## src/rtl/cache_cmu.sv

```systemverilog
// Cache management unit for a 2-way set-associative cache.
// Forwards CPU accesses to the cache and stalls the CPU on a miss. On a miss it
// writes back a dirty LRU victim word by word, refills the line from memory,
// then re-probes the cache.
module cache_cmu #(
    parameter int ADDR_BITS  = 32,
    parameter int TAG_BITS   = 23,
    parameter int INDEX_BITS = 5,
    parameter int LINE_WORDS = 4
) (
    input  logic                 clk,
    input  logic                 rst,
    input  logic                 req_valid,
    input  logic                 req_we,
    input  logic [ADDR_BITS-1:0] req_addr,
    input  logic [2:0]           req_ubhw,
    input  logic [31:0]          req_wdata,
    output logic [31:0]          rdata,
    output logic                 stall,
    output logic [ADDR_BITS-1:0] cache_addr,
    output logic                 cache_load,
    output logic                 cache_edit,
    output logic                 cache_store,
    output logic [2:0]           cache_ubhw,
    output logic [31:0]          cache_din,
    input  logic                 cache_hit,
    input  logic                 cache_valid,
    input  logic                 cache_dirty,
    input  logic [TAG_BITS-1:0]  cache_tag,
    input  logic [31:0]          cache_dout,
    output logic                 mem_cs,
    output logic                 mem_we,
    output logic [ADDR_BITS-1:0] mem_addr,
    output logic [31:0]          mem_wdata,
    input  logic [31:0]          mem_rdata,
    input  logic                 mem_ack
);

    localparam int WCNT_W = $clog2(LINE_WORDS);
    localparam int IDX_LO = WCNT_W + 2;
    localparam logic [WCNT_W-1:0] LAST_WORD = WCNT_W'(LINE_WORDS - 1);

    typedef enum logic [2:0] {
        IDLE, CHECK, BACK_RD, BACK_WR, FILL, REPROBE
    } state_t;

    state_t                state_q, state_d;
    logic [WCNT_W-1:0]     wcnt_q, wcnt_d;
    logic [TAG_BITS-1:0]   vtag_q, vtag_d;
    logic                  mem_cs_q, mem_cs_d;
    logic                  mem_we_q, mem_we_d;
    logic [ADDR_BITS-1:0]  mem_addr_q, mem_addr_d;
    logic [31:0]           mem_wdata_q, mem_wdata_d;
    logic                  wb_first_q, wb_first_d;

    logic [INDEX_BITS-1:0] req_index;
    logic [TAG_BITS-1:0]   req_tag;
    logic                  issue;

    assign req_index = req_addr[IDX_LO +: INDEX_BITS];
    assign req_tag   = req_addr[ADDR_BITS-1 -: TAG_BITS];
    // No cache access may be issued while reset is held.
    assign issue     = req_valid & rst;

    function automatic logic [ADDR_BITS-1:0] line_addr(input logic [TAG_BITS-1:0]   tag,
                                                       input logic [INDEX_BITS-1:0] idx,
                                                       input logic [WCNT_W-1:0]     w);
        return {tag, idx, w, 2'b00};
    endfunction

    assign rdata     = cache_dout;
    assign stall     = req_valid & ~((state_q == CHECK) & cache_hit);
    assign mem_cs    = mem_cs_q;
    assign mem_we    = mem_we_q;
    assign mem_addr  = mem_addr_q;
    // The victim word arrives from the cache in the first BACK_WR cycle; it is
    // forwarded directly then and held in mem_wdata_q for the rest of the write.
    assign mem_wdata = wb_first_q ? cache_dout : mem_wdata_q;

    // Cache-side strobes and address, decoded from the current state.
    always_comb begin
        cache_addr  = req_addr;
        cache_ubhw  = req_ubhw;
        cache_din   = req_wdata;
        cache_load  = 1'b0;
        cache_edit  = 1'b0;
        cache_store = 1'b0;
        case (state_q)
            IDLE, REPROBE: begin
                cache_load = issue & ~req_we;
                cache_edit = issue & req_we;
            end
            BACK_RD, BACK_WR: begin
                cache_addr = line_addr(vtag_q, req_index, wcnt_q);
                cache_ubhw = 3'b010;
            end
            FILL: begin
                cache_addr = mem_addr_q;
                cache_ubhw = 3'b010;
                if (mem_ack) begin
                    cache_store = 1'b1;
                    cache_din   = mem_rdata;
                end
            end
            default: ;
        endcase
    end

    // Next-state and next-value logic for the miss-handling FSM and memory port.
    always_comb begin
        state_d     = state_q;
        wcnt_d      = wcnt_q;
        vtag_d      = vtag_q;
        mem_cs_d    = mem_cs_q;
        mem_we_d    = mem_we_q;
        mem_addr_d  = mem_addr_q;
        mem_wdata_d = mem_wdata_q;
        wb_first_d  = 1'b0;
        case (state_q)
            IDLE, REPROBE: begin
                state_d = req_valid ? CHECK : IDLE;
            end
            CHECK: begin
                if (!req_valid || cache_hit) begin
                    state_d = IDLE;
                end else if (cache_valid && cache_dirty) begin
                    vtag_d  = cache_tag;
                    wcnt_d  = '0;
                    state_d = BACK_RD;
                end else begin
                    wcnt_d     = '0;
                    state_d    = FILL;
                    mem_cs_d   = 1'b1;
                    mem_we_d   = 1'b0;
                    mem_addr_d = line_addr(req_tag, req_index, '0);
                end
            end
            BACK_RD: begin
                state_d    = BACK_WR;
                wb_first_d = 1'b1;
                mem_cs_d   = 1'b1;
                mem_we_d   = 1'b1;
                mem_addr_d = line_addr(vtag_q, req_index, wcnt_q);
            end
            BACK_WR: begin
                if (wb_first_q) mem_wdata_d = cache_dout;
                if (mem_ack) begin
                    if (wcnt_q == LAST_WORD) begin
                        wcnt_d     = '0;
                        state_d    = FILL;
                        mem_cs_d   = 1'b1;
                        mem_we_d   = 1'b0;
                        mem_addr_d = line_addr(req_tag, req_index, '0);
                    end else begin
                        wcnt_d   = wcnt_q + 1'b1;
                        state_d  = BACK_RD;
                        mem_cs_d = 1'b0;
                        mem_we_d = 1'b0;
                    end
                end
            end
            FILL: begin
                if (mem_ack) begin
                    if (wcnt_q == LAST_WORD) begin
                        wcnt_d   = '0;
                        state_d  = REPROBE;
                        mem_cs_d = 1'b0;
                    end else begin
                        wcnt_d     = wcnt_q + 1'b1;
                        mem_addr_d = line_addr(req_tag, req_index, wcnt_q + 1'b1);
                    end
                end
            end
            default: state_d = IDLE;
        endcase
    end

    // State and registered memory-port outputs; reset abandons any transfer.
    always_ff @(posedge clk or negedge rst) begin
        if (!rst) begin
            state_q     <= IDLE;
            wcnt_q      <= '0;
            vtag_q      <= '0;
            mem_cs_q    <= 1'b0;
            mem_we_q    <= 1'b0;
            mem_addr_q  <= '0;
            mem_wdata_q <= '0;
            wb_first_q  <= 1'b0;
        end else begin
            state_q     <= state_d;
            wcnt_q      <= wcnt_d;
            vtag_q      <= vtag_d;
            mem_cs_q    <= mem_cs_d;
            mem_we_q    <= mem_we_d;
            mem_addr_q  <= mem_addr_d;
            mem_wdata_q <= mem_wdata_d;
            wb_first_q  <= wb_first_d;
        end
    end

endmodule

```

## config.mk

```make
export PLATFORM = sky130hd
export DESIGN_NAME = cache_cmu
export DESIGN_NICKNAME = d
export VERILOG_FILES = /design/src/rtl/cache_cmu.sv
export SDC_FILE = /design/constraint.sdc
export NUM_CORES = 1
export LEC_CHECK = 0
export ABC_AREA = 1
export CELL_PAD_IN_SITES_DETAIL_PLACEMENT = 0
export CELL_PAD_IN_SITES_GLOBAL_PLACEMENT = 1
export CORE_UTILIZATION = 23
export DETAILED_ROUTE_END_ITERATION = 8
export PLACE_DENSITY = 0.86
export SLEW_MARGIN = 20
export SYNTH_ARGS = -nofsm -noshare
export SYNTH_HDL_FRONTEND = slang
export SYNTH_SLANG_ARGS = --single-unit
```

## constraint.sdc

```tcl
create_clock -name clk -period 1.56 [get_ports clk]
set_input_delay 0.156 -clock clk [delete_from_list [all_inputs] [get_ports clk]]
set_output_delay 0.156 -clock clk [all_outputs]
set_load 0.05 [all_outputs]
```

# Word level (Yosys, flattened, before mapping)

Cells that the tools add are included.

Input port bits: 162
Output and inout bits: 169
Word-level logic and storage cells: 88
Bits in registers: 95
Memory bits (writable): 0
Memory bits (read-only): 0
Memories kept: 0
Latch bits: 0

Magnitude comparators: 0
Mux-type cells: 40
Reduce and logical (&&, ||, !) cells: 17
Divide/modulo/power cells: 0
Shift operators: 0
Bitwise gates (word level): 8
Add/sub/neg operators: 1
Equal/unequal tests: 14
Multiply operators: 0

Operators by type and width:

| kind                                                             | count |
|---|---|
| 32-bit 2-to-1 mux                                                | 9 |
| 32-bit one-hot mux with 4 select lines                           | 1 |
| 32-bit one-hot mux with 2 select lines                           | 1 |
| 3-bit 2-to-1 mux                                                 | 7 |
| 1-bit 2-to-1 mux                                                 | 15 |
| 3-bit one-hot mux with 5 select lines                            | 1 |
| 2-bit != test (second input constant)                            | 7 |
| 3-bit AND reduction                                              | 3 |
| 7-bit AND reduction                                              | 1 |
| 3-bit by 2-bit == test with 1-bit output (second input constant) | 2 |
| 3-bit == test (second input constant)                            | 2 |
| 2-bit 2-to-1 mux                                                 | 3 |
| 6-bit AND reduction                                              | 1 |
| 2-bit OR reduction                                               | 3 |
| 1-bit AND                                                        | 5 |
| 1-bit one-hot mux with 4 select lines                            | 1 |
| 2-bit one-hot mux with 2 select lines                            | 1 |
| 4-bit AND reduction                                              | 1 |
| 4-bit nonzero test                                               | 1 |
| 3-bit by 1-bit == test with 1-bit output (second input constant) | 1 |
| 3-bit logical NOT                                                | 1 |
| 1-bit inverter                                                   | 3 |
| 1-bit one-hot mux with 3 select lines                            | 1 |
| 3-bit nonzero test                                               | 1 |
| 8 further kinds                                                  | 8 |

# Logic depth before layout (Yosys ltp)

Gate-level depths: netlist (run 1).

Depth in word-level cells: 4
Mapped depth: 10

# Least setup slack after synthesis (run 1)

Ideal clock, no wire load.

Kind: register to register
Start: register wb_first_q
End: register mem_wdata_q[23]
Required time: 1.477 ns
Arrival time: 2.040 ns
Library setup time: 0.083 ns
Setup slack: -0.563 ns
Period minus slack after synthesis: 2.123 ns
Stages on the path, launching flop included: 6
Cells stage by stage: dfrtp_1 > clkbuf_1 > clkbuf_1 > o21ai_0 > nand2_1 > o21ai_0

Word-level cells in the longest chain between the ends: 1

Ends and longest elaborated chain:

| element                  | RTL line | source |
|---|---|---|
| start: declaration       | 54       | `logic wb_first_q, wb_first_d;` |
| start signal: assignment | 197      | `wb_first_q <= wb_first_d;` |
| 32-bit 2-to-1 mux        | --       |  |
| net mem_wdata[23]        | 34       | `output logic [31:0] mem_wdata,` |
| end signal: assignment   | 196      | `mem_wdata_q <= mem_wdata_d;` |
| end: declaration         | 53       | `logic [31:0] mem_wdata_q, mem_wdata_d;` |

The timed path passes the listed nets, and every way through them passes these cells.
A chain may end at the register's enable or synchronous reset.

# Worst setup path after layout (run 1)

Start: register state_q[0]
End: output port cache_din[21]

Word-level cells in the longest chain between the ends: 2

Ends and longest elaborated chain:

| element                  | RTL line | source |
|---|---|---|
| start: declaration       | 47       | `state_t state_q, state_d;` |
| start signal: assignment | 190      | `state_q <= state_d;` |
| 3-bit == test            | 88       | `case (state_q)` |
| 32-bit 2-to-1 mux        | 88       |  |
| end: declaration         | 25       | `output logic [31:0] cache_din,` |

No other way between the ends.

==> impl_metrics.env, run 1 <==
export IMPL_floorplan_initialDensity=0.2350
export IMPL_fin_crit_sh=1.344
export IMPL_groute_usage_overall=0.1954
export IMPL_synth_top_area_cell="dfrtp_1"
export IMPL_report_final_setup_viol=189
export IMPL_multi_input_area_mm2=0.003603
export IMPL_critical_path_top_delay_family="buffers and inverters"
export IMPL_dp_cells=1431
export IMPL_synth_compound_area_frac=0.1172
export IMPL_irDropWorstVdd_v=0.001245
export IMPL_cp_start_kind="flop"
export IMPL_holdCritPathClass="in2async"
export IMPL_cts_tree="done"
export IMPL_postSynthCellCount=803
export IMPL_hold_violations=0
export IMPL_drive_gt1_frac=0.4080
export IMPL_p_leak_nw=5.931
export IMPL_ys_warn_count=0
export IMPL_grt_overflow_total=0
export IMPL_power_share_switching=0.4963
export IMPL_place_area_mm2=0.01081
export IMPL_synthFlopType="dfrtp_1"
export IMPL_r2r_end="mem_addr[11]"
export IMPL_root_buffer="clkbuf_16"
export IMPL_holdWs_ns=0.2440
export IMPL_rr_worst_depth=14
export IMPL_synth_top_area_frac=0.4060
export IMPL_ys_types=22
export IMPL_area_growth_pct=124.7
export IMPL_synth_edf_count=0
export IMPL_synth_area_mux_share=0.06287
export IMPL_cts_buffers=9
export IMPL_clkLatencyLatePin_ns=0.36
export IMPL_cp_startpoint="state_q[0]"
export IMPL_synth_area_mm2=0.005732
export IMPL_path_buf_inv=3
export IMPL_postLayoutCellArea_mm2=0.01288
export IMPL_placementRows=57
export IMPL_synth_top_family_by_area="simple AND/OR/NAND/NOR gates"
export IMPL_setup_ws_ns=-0.5369
export IMPL_failed_checks="setup timing"
export IMPL_drtIter0Drc=312
export IMPL_gp_congestion=0.8635
export IMPL_grt_pass1_vias=6742
export IMPL_viasPerCell=4.528
export IMPL_grt_max_degree=79
export IMPL_tns_ns=-54.95
export IMPL_routed_wl_um=26930
export IMPL_post_place_ws_ns=-0.1943
export IMPL_synth_fa_ha_area_frac=0.002183
export IMPL_slew_violations=0
export IMPL_dieArea_mm2=0.02556
export IMPL_p_seq_frac=0.144
export IMPL_fp_dieW_um=159.9
export IMPL_p_per_area_mw_per_mm2=2335
export IMPL_ys_seq_area_frac=0.4060
export IMPL_synth_seq_cells=93
export IMPL_antenna_left=0
export IMPL_cpMaxStageDelayCell="dfrtp_1"
export IMPL_die_h_um=159.9
export IMPL_htreeDepth=3
export IMPL_period_minus_slack_ns=2.097
export IMPL_yosys_top_cells_area="dfrtp_1 41%, nand2_1 19%, o21ai_0 8.1%"
export IMPL_vias=6814
export IMPL_core_area_mm2=0.02439
export IMPL_grt_pass1_wl_um=38470
export IMPL_path_cells="nor2_2, nand2_2, nor2_4, buf_6, clkbuf_16, mux2_4, buf_12"
export IMPL_antenna_found_initial=3
export IMPL_outcome="finished with violations"
export IMPL_ios=331
export IMPL_path_clk_slew_ns=0.08
export IMPL_synth_most_common_cell="nand2_1"
export IMPL_yosys_area_share_xor_xnor=0
export IMPL_max_freq_ghz=0.4769
export IMPL_drtPass1Iterations=5
export IMPL_ff2ff_setup_slack_ns=-0.50
export IMPL_power_frac_comb=0.778
export IMPL_nNetsFinal=1337
export IMPL_r2r_start="state_q[1]"
export IMPL_ys_top_cells_by_count="289 x nand2_1, 93 x dfrtp_1, 93 x o21ai_0"
export IMPL_clk_path_buf_depth=2
export IMPL_regArea_mm2=0.002330
export IMPL_routedWlPerCell_um=17.89
export IMPL_async_reset_ff_frac=1.000
export IMPL_avgSynthCellArea_um2=7.138
export IMPL_clock_sinks=93
export IMPL_rsz0062_at_grt="true"
export IMPL_slowest_delay_ns=0.40
export IMPL_worstPathMaxFanout=7
export IMPL_arrival_ns=1.94
export IMPL_cp_num_cells=7
export IMPL_p_int_w=0.01514
export IMPL_drcViolationCount=0
export IMPL_worstPathRequired_ns=1.40
export IMPL_maxCapViolations=0
export IMPL_fin_cells=1505
export IMPL_filler_cell_count=2132
export IMPL_synthSimpleGateAreaFrac=0.2683
export IMPL_portBuffers=328
export IMPL_hpwl_um=17500
export IMPL_p_sw_w=0.01492
export IMPL_path_class="reg2out"
export IMPL_worst_setup_path_end_kind="output port"
export IMPL_finalClockSkew_ns=0.01534
export IMPL_pwr_share_clk=0.077
registers in the layout, indices dropped and copies added (netlist names):
| signal | cells |
|---|---|
| mem_wdata_q | 32 |
| wb_first_q | 1 |
| mem_cs | 1 |
| mem_we | 1 |
| mem_addr | 30 |
| state_q | 3 |
| vtag_q | 23 |
| wcnt_q | 2 |
final cells by class:
cell class / count / share of cell area
diodes: 2 / 0.0003886
well taps: 324 / 0.03147
clock buffers: 10 / 0.01778
repair buffers: 439 / 0.4556
multi-input cells: 536 / 0.2798
clock inverters: 6 / 0.005440
flip-flops and latches: 93 / 0.1809
inverters: 95 / 0.02866
worst max path at each step:
stage                                 to  slack, ns
after floorplan           cache_addr[12]      -0.34
after global placement      cache_din[3]      -0.17
after detailed placement    mem_addr[26]      -0.19
after CTS                  cache_din[12]      -0.51
after global routing        cache_din[3]      -0.59
final                      cache_din[21]      -0.54
power groups by stage:
stage / sequential (W) / combinational, W / clock, W
3_5_place_dp: 0.00436 / 0.0184 / 0
6_report: 0.00434 / 0.0234 / 0.00233
2_1_floorplan: 0.00549 / 0.00928 / 0
3_3_place_gp: 0.00433 / 0.0182 / 0
5_1_grt: 0.00448 / 0.0245 / 0.00249
4_1_cts: 0.00429 / 0.0220 / 0.00240
metrics by stage:
stage / util / power (W)
2_1_floorplan: - / 0.01477
3_3_place_gp: 0.4432 / 0.02252
3_5_place_dp: 0.4432 / 0.02276
4_1_cts: 0.4998 / 0.02867
5_1_grt: 0.5281 / 0.03150
6_report: 0.5281 / 0.03007
cell usage in the layout (no fill, tap or decap), types with 24 or more instances in the layout:
cell type	synthesis	final
clkdlybuf4s50_1	0	160
buf_6	0	32
dfrtp_1	93	91
inv_1	92	89
buf_4	37	91
o211ai_1	25	25
nand3_2	1	24
nand2_2	0	49
nand2_1	289	229
buf_12	0	132
o21ai_0	93	57
mux2_4	0	32
o21ai_4	0	32
nand3_1	65	37
logic make-up (layout without fill, tap and decap cells):
family / Yosys count / in the layout
AO/OA/AOI/OAI: 121 / 121
multiplexers: 32 / 32
AND/OR/NAND/NOR: 380 / 380
flip-flops: 93 / 93
buffers and inverters: 175 / 550
adder cells (fa/ha/maj): 1 / 1
other: 1 / 4
worst register-to-register path: stages, from the launching register on:
cell and delay [ns]:
dfrtp_1 0.41, buf_6 0.15, buf_6 0.11, buf_6 0.10, buf_6 0.10, nand2_1 0.10, nor2_4 0.05, nand2_2 0.09
nand2_1 0.10, nor2_2 0.16, nand3_4 0.16, buf_12 0.18, buf_16 0.14, nand2_1 0.05, nand2_1 0.05
what timing repair did:
item,CTS,global route
pin swaps,35,47
gates resized for setup,123,110
setup buffers,23,15
setup endpoints to repair,131,163
hold buffers,1,0
endpoints found under the hold margin,15,0
gates cloned,14,8
routing by layer:
layer,GRT usage,share of wire
met5,0,0
met4,0.07922,0.029
met3,0.02831,0.052
met2,0.3487,0.51
met1,0.2345,0.41
Note: power is estimated with default switching activity, not from simulation.
==> run 2: changes to the inputs <==
SKIP_LAST_GASP = 1   (was unset)
==> impl_metrics.env, run 2 (same netlist as run 1, synthesis figures left out) <==
export IMPL_ios=331
export IMPL_largest_register="mem_wdata_q"
export IMPL_cts_buffers=9
export IMPL_critical_path_top_delay_family="buffers and inverters"
export IMPL_clkLatencyLatePin_ns=0.36
export IMPL_place_area_mm2=0.01081
export IMPL_floorplan_initialDensity=0.2350
export IMPL_cp_start_kind="flop"
export IMPL_path_clk_slew_ns=0.08
export IMPL_routedWlPerCell_um=18.37
export IMPL_report_final_setup_viol=161
export IMPL_final_common_cell="nand2_1"
export IMPL_r2r_start="state_q[1]"
export IMPL_path_cells="nor2_4, nand2_4, nor2_4, buf_6, clkbuf_16, mux2_4, buf_12"
export IMPL_antenna_found_initial=2
export IMPL_maxCapViolations=0
export IMPL_grt_overflow_total=0
export IMPL_path_class="reg2out"
export IMPL_worstPathRequired_ns=1.40
export IMPL_clk_path_buf_depth=2
export IMPL_routed_wl_um=27820
export IMPL_cts_tree="done"
export IMPL_drive_gt1_frac=0.3847
export IMPL_slowest_delay_ns=0.42
export IMPL_total_power_w=0.03035
export IMPL_dieArea_mm2=0.02556
export IMPL_placementRows=57
export IMPL_htreeDepth=3
export IMPL_power_share_switching=0.4944
export IMPL_core_area_mm2=0.02439
export IMPL_clock_sinks=93
export IMPL_power_frac_comb=0.780
export IMPL_pwr_share_clk=0.077
export IMPL_gp_congestion=0.8635
export IMPL_p_per_area_mw_per_mm2=2352
export IMPL_p_seq_frac=0.144
export IMPL_ff2ff_setup_slack_ns=-0.31
export IMPL_arrival_ns=1.94
export IMPL_cpMaxStageDelayCell="dfrtp_1"
export IMPL_holdCritPathClass="in2async"
export IMPL_cp_num_cells=7
export IMPL_portBuffers=328
export IMPL_irDropWorstVdd_v=0.001222
export IMPL_antenna_left=0
export IMPL_max_freq_ghz=0.4777
export IMPL_grt_max_degree=79
export IMPL_root_buffer="clkbuf_16"
export IMPL_slew_violations=0
export IMPL_postLayoutCellArea_mm2=0.01290
export IMPL_groute_usage_overall=0.1938
export IMPL_area_growth_pct=125.1
export IMPL_period_minus_slack_ns=2.093
export IMPL_cpMostUsedCell="nor2_4"
export IMPL_worst_setup_path_end_kind="output port"
export IMPL_rsz0062_at_grt="true"
export IMPL_fp_dieW_um=159.9
export IMPL_p_sw_w=0.01500
export IMPL_finalClockSkew_ns=0.01098
export IMPL_drcViolationCount=0
export IMPL_setup_ws_ns=-0.5333
export IMPL_largest_register_ffs=32
export IMPL_hold_violations=0
export IMPL_drtIter0Drc=347
export IMPL_hpwl_um=17500
export IMPL_path_buf_inv=3
export IMPL_final_cell_mix="236 x nand2_1, 160 x clkdlybuf4s50_1, 129 x buf_12"
export IMPL_r2r_end="mem_addr[29]"
export IMPL_rr_worst_depth=12
export IMPL_die_h_um=159.9
export IMPL_drtPass1Iterations=5
export IMPL_outcome="finished with violations"
export IMPL_vias=6931
export IMPL_fin_crit_sh=1.342
export IMPL_post_place_ws_ns=-0.1943
export IMPL_viasPerCell=4.578
export IMPL_grt_pass1_vias=6657
export IMPL_grt_pass1_wl_um=38060
export IMPL_failed_checks="setup timing"
export IMPL_p_leak_nw=6.009
export IMPL_p_int_w=0.01534
export IMPL_nNetsFinal=1346
export IMPL_worstPathMaxFanout=7
==> run 2: worst max-delay path by stage <==
stage	endpoint	startpoint	slack, ns
final	cache_din[11]	state_q[0]	-0.53
after global routing	cache_edit	state_q[0]	-0.59
after CTS	cache_din[12]	state_q[1]	-0.51
after detailed placement	mem_addr[26]	req_valid	-0.19
after global placement	cache_din[3]	mem_ack	-0.17
after floorplan	cache_addr[12]	state_q[1]	-0.34
==> run 2: timing repair <==
item	4_1_cts	5_1_grt
cloned	14	15
endpoints found under the hold margin	15	0
buffers inserted	23	17
hold buffers	1	0
endpoints found under the setup margin	131	163
pin swaps	16	46
gates resized for setup	74	123
==> run 2: through the flow <==
step,setup TNS [ns],std cells,utilization,hold WS (ns)
after global routing,-56.26,1514,0.5289,0.2571
after floorplan,-15.04,804,-,-0.1396
after detailed placement,-9.993,1431,0.4432,0.05784
after CTS,-39.41,1484,0.4895,0.2266
final,-46.75,1514,0.5289,0.2475
after global placement,-8.646,1431,0.4432,0.05648
==> run 2: cell type report <==
class / count / area [um2]
fill: 2151 / 11490
timing repair buffer: 448 / 6013
multi-input combinational: 536 / 3482
sequential: 93 / 2330
tap: 324 / 405.4
inverter: 95 / 366.6
clock buffer: 10 / 229.0
clock inverter: 6 / 70.07
antenna: 2 / 5.005
==> run 2: power groups by stage <==
stage / clock network, W / logic (W) / registers, W
2_1_floorplan: 0 / 0.00928 / 0.00549
3_3_place_gp: 0 / 0.0182 / 0.00433
3_5_place_dp: 0 / 0.0184 / 0.00436
4_1_cts: 0.00240 / 0.0213 / 0.00429
5_1_grt: 0.00250 / 0.0248 / 0.00449
6_report: 0.00232 / 0.0237 / 0.00436
==> run 2: per-layer routing <==
layer  GRT usage  wire, um  up-vias
li1            -         -     3276
met1      0.2321     11320     3326
met2      0.3460     14210      286
met3     0.02961      1462       43
met4     0.07749       816        0
met5           0         0        -
==> run 3: changes to the inputs <==
PLACE_DENSITY = unset   (was 0.86)
PLACE_DENSITY_LB_ADDON = 0.1   (was unset)
==> impl_metrics.env, run 3 (same netlist as run 1, synthesis figures left out) <==
export IMPL_p_leak_nw=6.394
export IMPL_viasPerCell=4.493
export IMPL_max_freq_ghz=0.4775
export IMPL_p_per_area_mw_per_mm2=2340
export IMPL_outcome="finished with violations"
export IMPL_post_place_ws_ns=-0.1940
export IMPL_filler_cell_count=2183
export IMPL_fin_cells=1537
export IMPL_n_antenna_cell=0
export IMPL_largest_register_ffs=32
export IMPL_ff2ff_setup_slack_ns=-0.47
export IMPL_fin_util=0.5625
export IMPL_drcViolationCount=0
export IMPL_setup_ws_ns=-0.5344
export IMPL_failed_checks="setup timing"
export IMPL_clk_path_buf_depth=2
export IMPL_core_area_mm2=0.02439
export IMPL_relSlewSlack=0.6283
export IMPL_arrival_ns=1.94
export IMPL_hold_path_end="vtag_q[5]"
export IMPL_slew_violations=0
export IMPL_period_minus_slack_ns=2.094
export IMPL_hold_violations=0
export IMPL_worstHoldPathCells=3
export IMPL_finalClockSkew_ns=0.01083
export IMPL_routed_wl_um=29940
export IMPL_postLayoutCellArea_mm2=0.01372
export IMPL_largest_register="mem_wdata_q"
export IMPL_antenna_found_initial=1
export IMPL_maxCapViolations=0
export IMPL_hpwl_um=18260
export IMPL_groute_usage_overall=0.2162
export IMPL_placementRows=57
export IMPL_place_area_mm2=0.01099
export IMPL_cts_buffers=9
export IMPL_r2r_end="mem_addr[28]"
export IMPL_clock_sinks=93
export IMPL_worst_setup_path_end_kind="output port"
export IMPL_holdCritPathClass="in2reg"
export IMPL_rsz0062_at_grt="true"
export IMPL_nNetsFinal=1371
export IMPL_routedWlPerCell_um=19.48
export IMPL_holdWs_ns=0.3566
export IMPL_die_h_um=159.9
export IMPL_dp_cells=1428
export IMPL_portBuffers=328
export IMPL_rr_worst_depth=12
export IMPL_area_growth_pct=139.4
export IMPL_max_slew_worst_pin_slew_ns=0.5575
export IMPL_drtPass1Iterations=4
export IMPL_grt_pass1_vias=6632
export IMPL_path_class="reg2out"
export IMPL_report_final_setup_viol=195
export IMPL_gp_congestion=0.8355
export IMPL_path_clk_slew_ns=0.07
export IMPL_irDropWorstVdd_v=0.001595
export IMPL_vias=6906
export IMPL_ios=331
export IMPL_clkLatencyLatePin_ns=0.35
export IMPL_grt_pass1_wl_um=41620
export IMPL_fp_dieW_um=159.9
export IMPL_antenna_left=0
export IMPL_cts_tree="done"
export IMPL_grt_overflow_total=0
export IMPL_drtIter0Drc=305
export IMPL_worstPathMaxFanout=6
export IMPL_dieArea_mm2=0.02556
export IMPL_grt_max_degree=94
export IMPL_floorplan_initialDensity=0.2350
export IMPL_final_cell_mix="202 x nand2_1, 160 x clkdlybuf4s50_1, 142 x buf_12"
export IMPL_worstPathRequired_ns=1.40
export IMPL_cp_start_kind="flop"
export IMPL_htreeDepth=3
export IMPL_root_buffer="clkbuf_16"
export IMPL_drive_gt1_frac=0.4477
export IMPL_worstHoldStart="cache_tag[5]"
export IMPL_final_common_cell="nand2_1"
export IMPL_r2r_start="state_q[0]"
export IMPL_fin_crit_sh=1.343
## run 3: critical path, cell delays in order, from the launching register on
cell and delay [ns]:
dfrtp_1 0.42, nor2_4 0.15, nand2_4 0.09, nor2_4 0.14
buf_6 0.14, clkbuf_16 0.15, mux2_4 0.32, buf_12 0.15
## run 3: timing repair
item,CTS,global route
setup endpoints to repair,126,184
endpoints found under the hold margin,93,0
gates cloned,19,18
hold buffers,1,0
pin swaps,19,76
gates resized for setup,95,238
setup buffers,40,29
## run 3: power breakdown
group          switching, W  total, W  internal (W)
sequential         0.000849   0.00442       0.00357
combinational        0.0137    0.0255        0.0118
clock               0.00105   0.00219       0.00114
## run 3: worst max path at each step
stage | start | end | slack [ns] | depth (start not counted)
3_5_place_dp | cache_dirty | mem_addr[3] | -0.19 | 8
5_1_grt | state_q[0] | cache_addr[14] | -0.57 | 9
4_1_cts | state_q[1] | cache_din[10] | -0.54 | 7
6_report | state_q[0] | cache_din[16] | -0.53 | 7
3_3_place_gp | state_q[1] | cache_din[15] | -0.19 | 6
2_1_floorplan | state_q[1] | cache_addr[12] | -0.34 | 7
## run 3: layout make-up
type | instances | area (um2) | share of cell area
inverter | 95 | 369.1 | 0.02690
tap | 324 | 405.4 | 0.02955
clock buffer | 12 | 246.5 | 0.01797
clock inverter | 4 | 31.28 | 0.002280
sequential | 93 | 2330 | 0.1698
timing repair buffer | 473 | 6654 | 0.4850
multi-input combinational | 536 | 3684 | 0.2685
## run 3: routing by layer
layer	share of wire	wire length, um	GRT usage
met4	0.020	588	0.06147
met3	0.049	1478	0.04026
met2	0.53	15820	0.3954
met5	0.00043	13	0
met1	0.40	12040	0.2561
## run 3: through the flow
stage               setup TNS [ns]  power, W
floorplan                   -15.04   0.01477
global placement            -17.11   0.02363
detailed placement          -16.66   0.02371
CTS                         -47.84   0.03007
global route                -70.72   0.03361
finish                      -60.95   0.03210
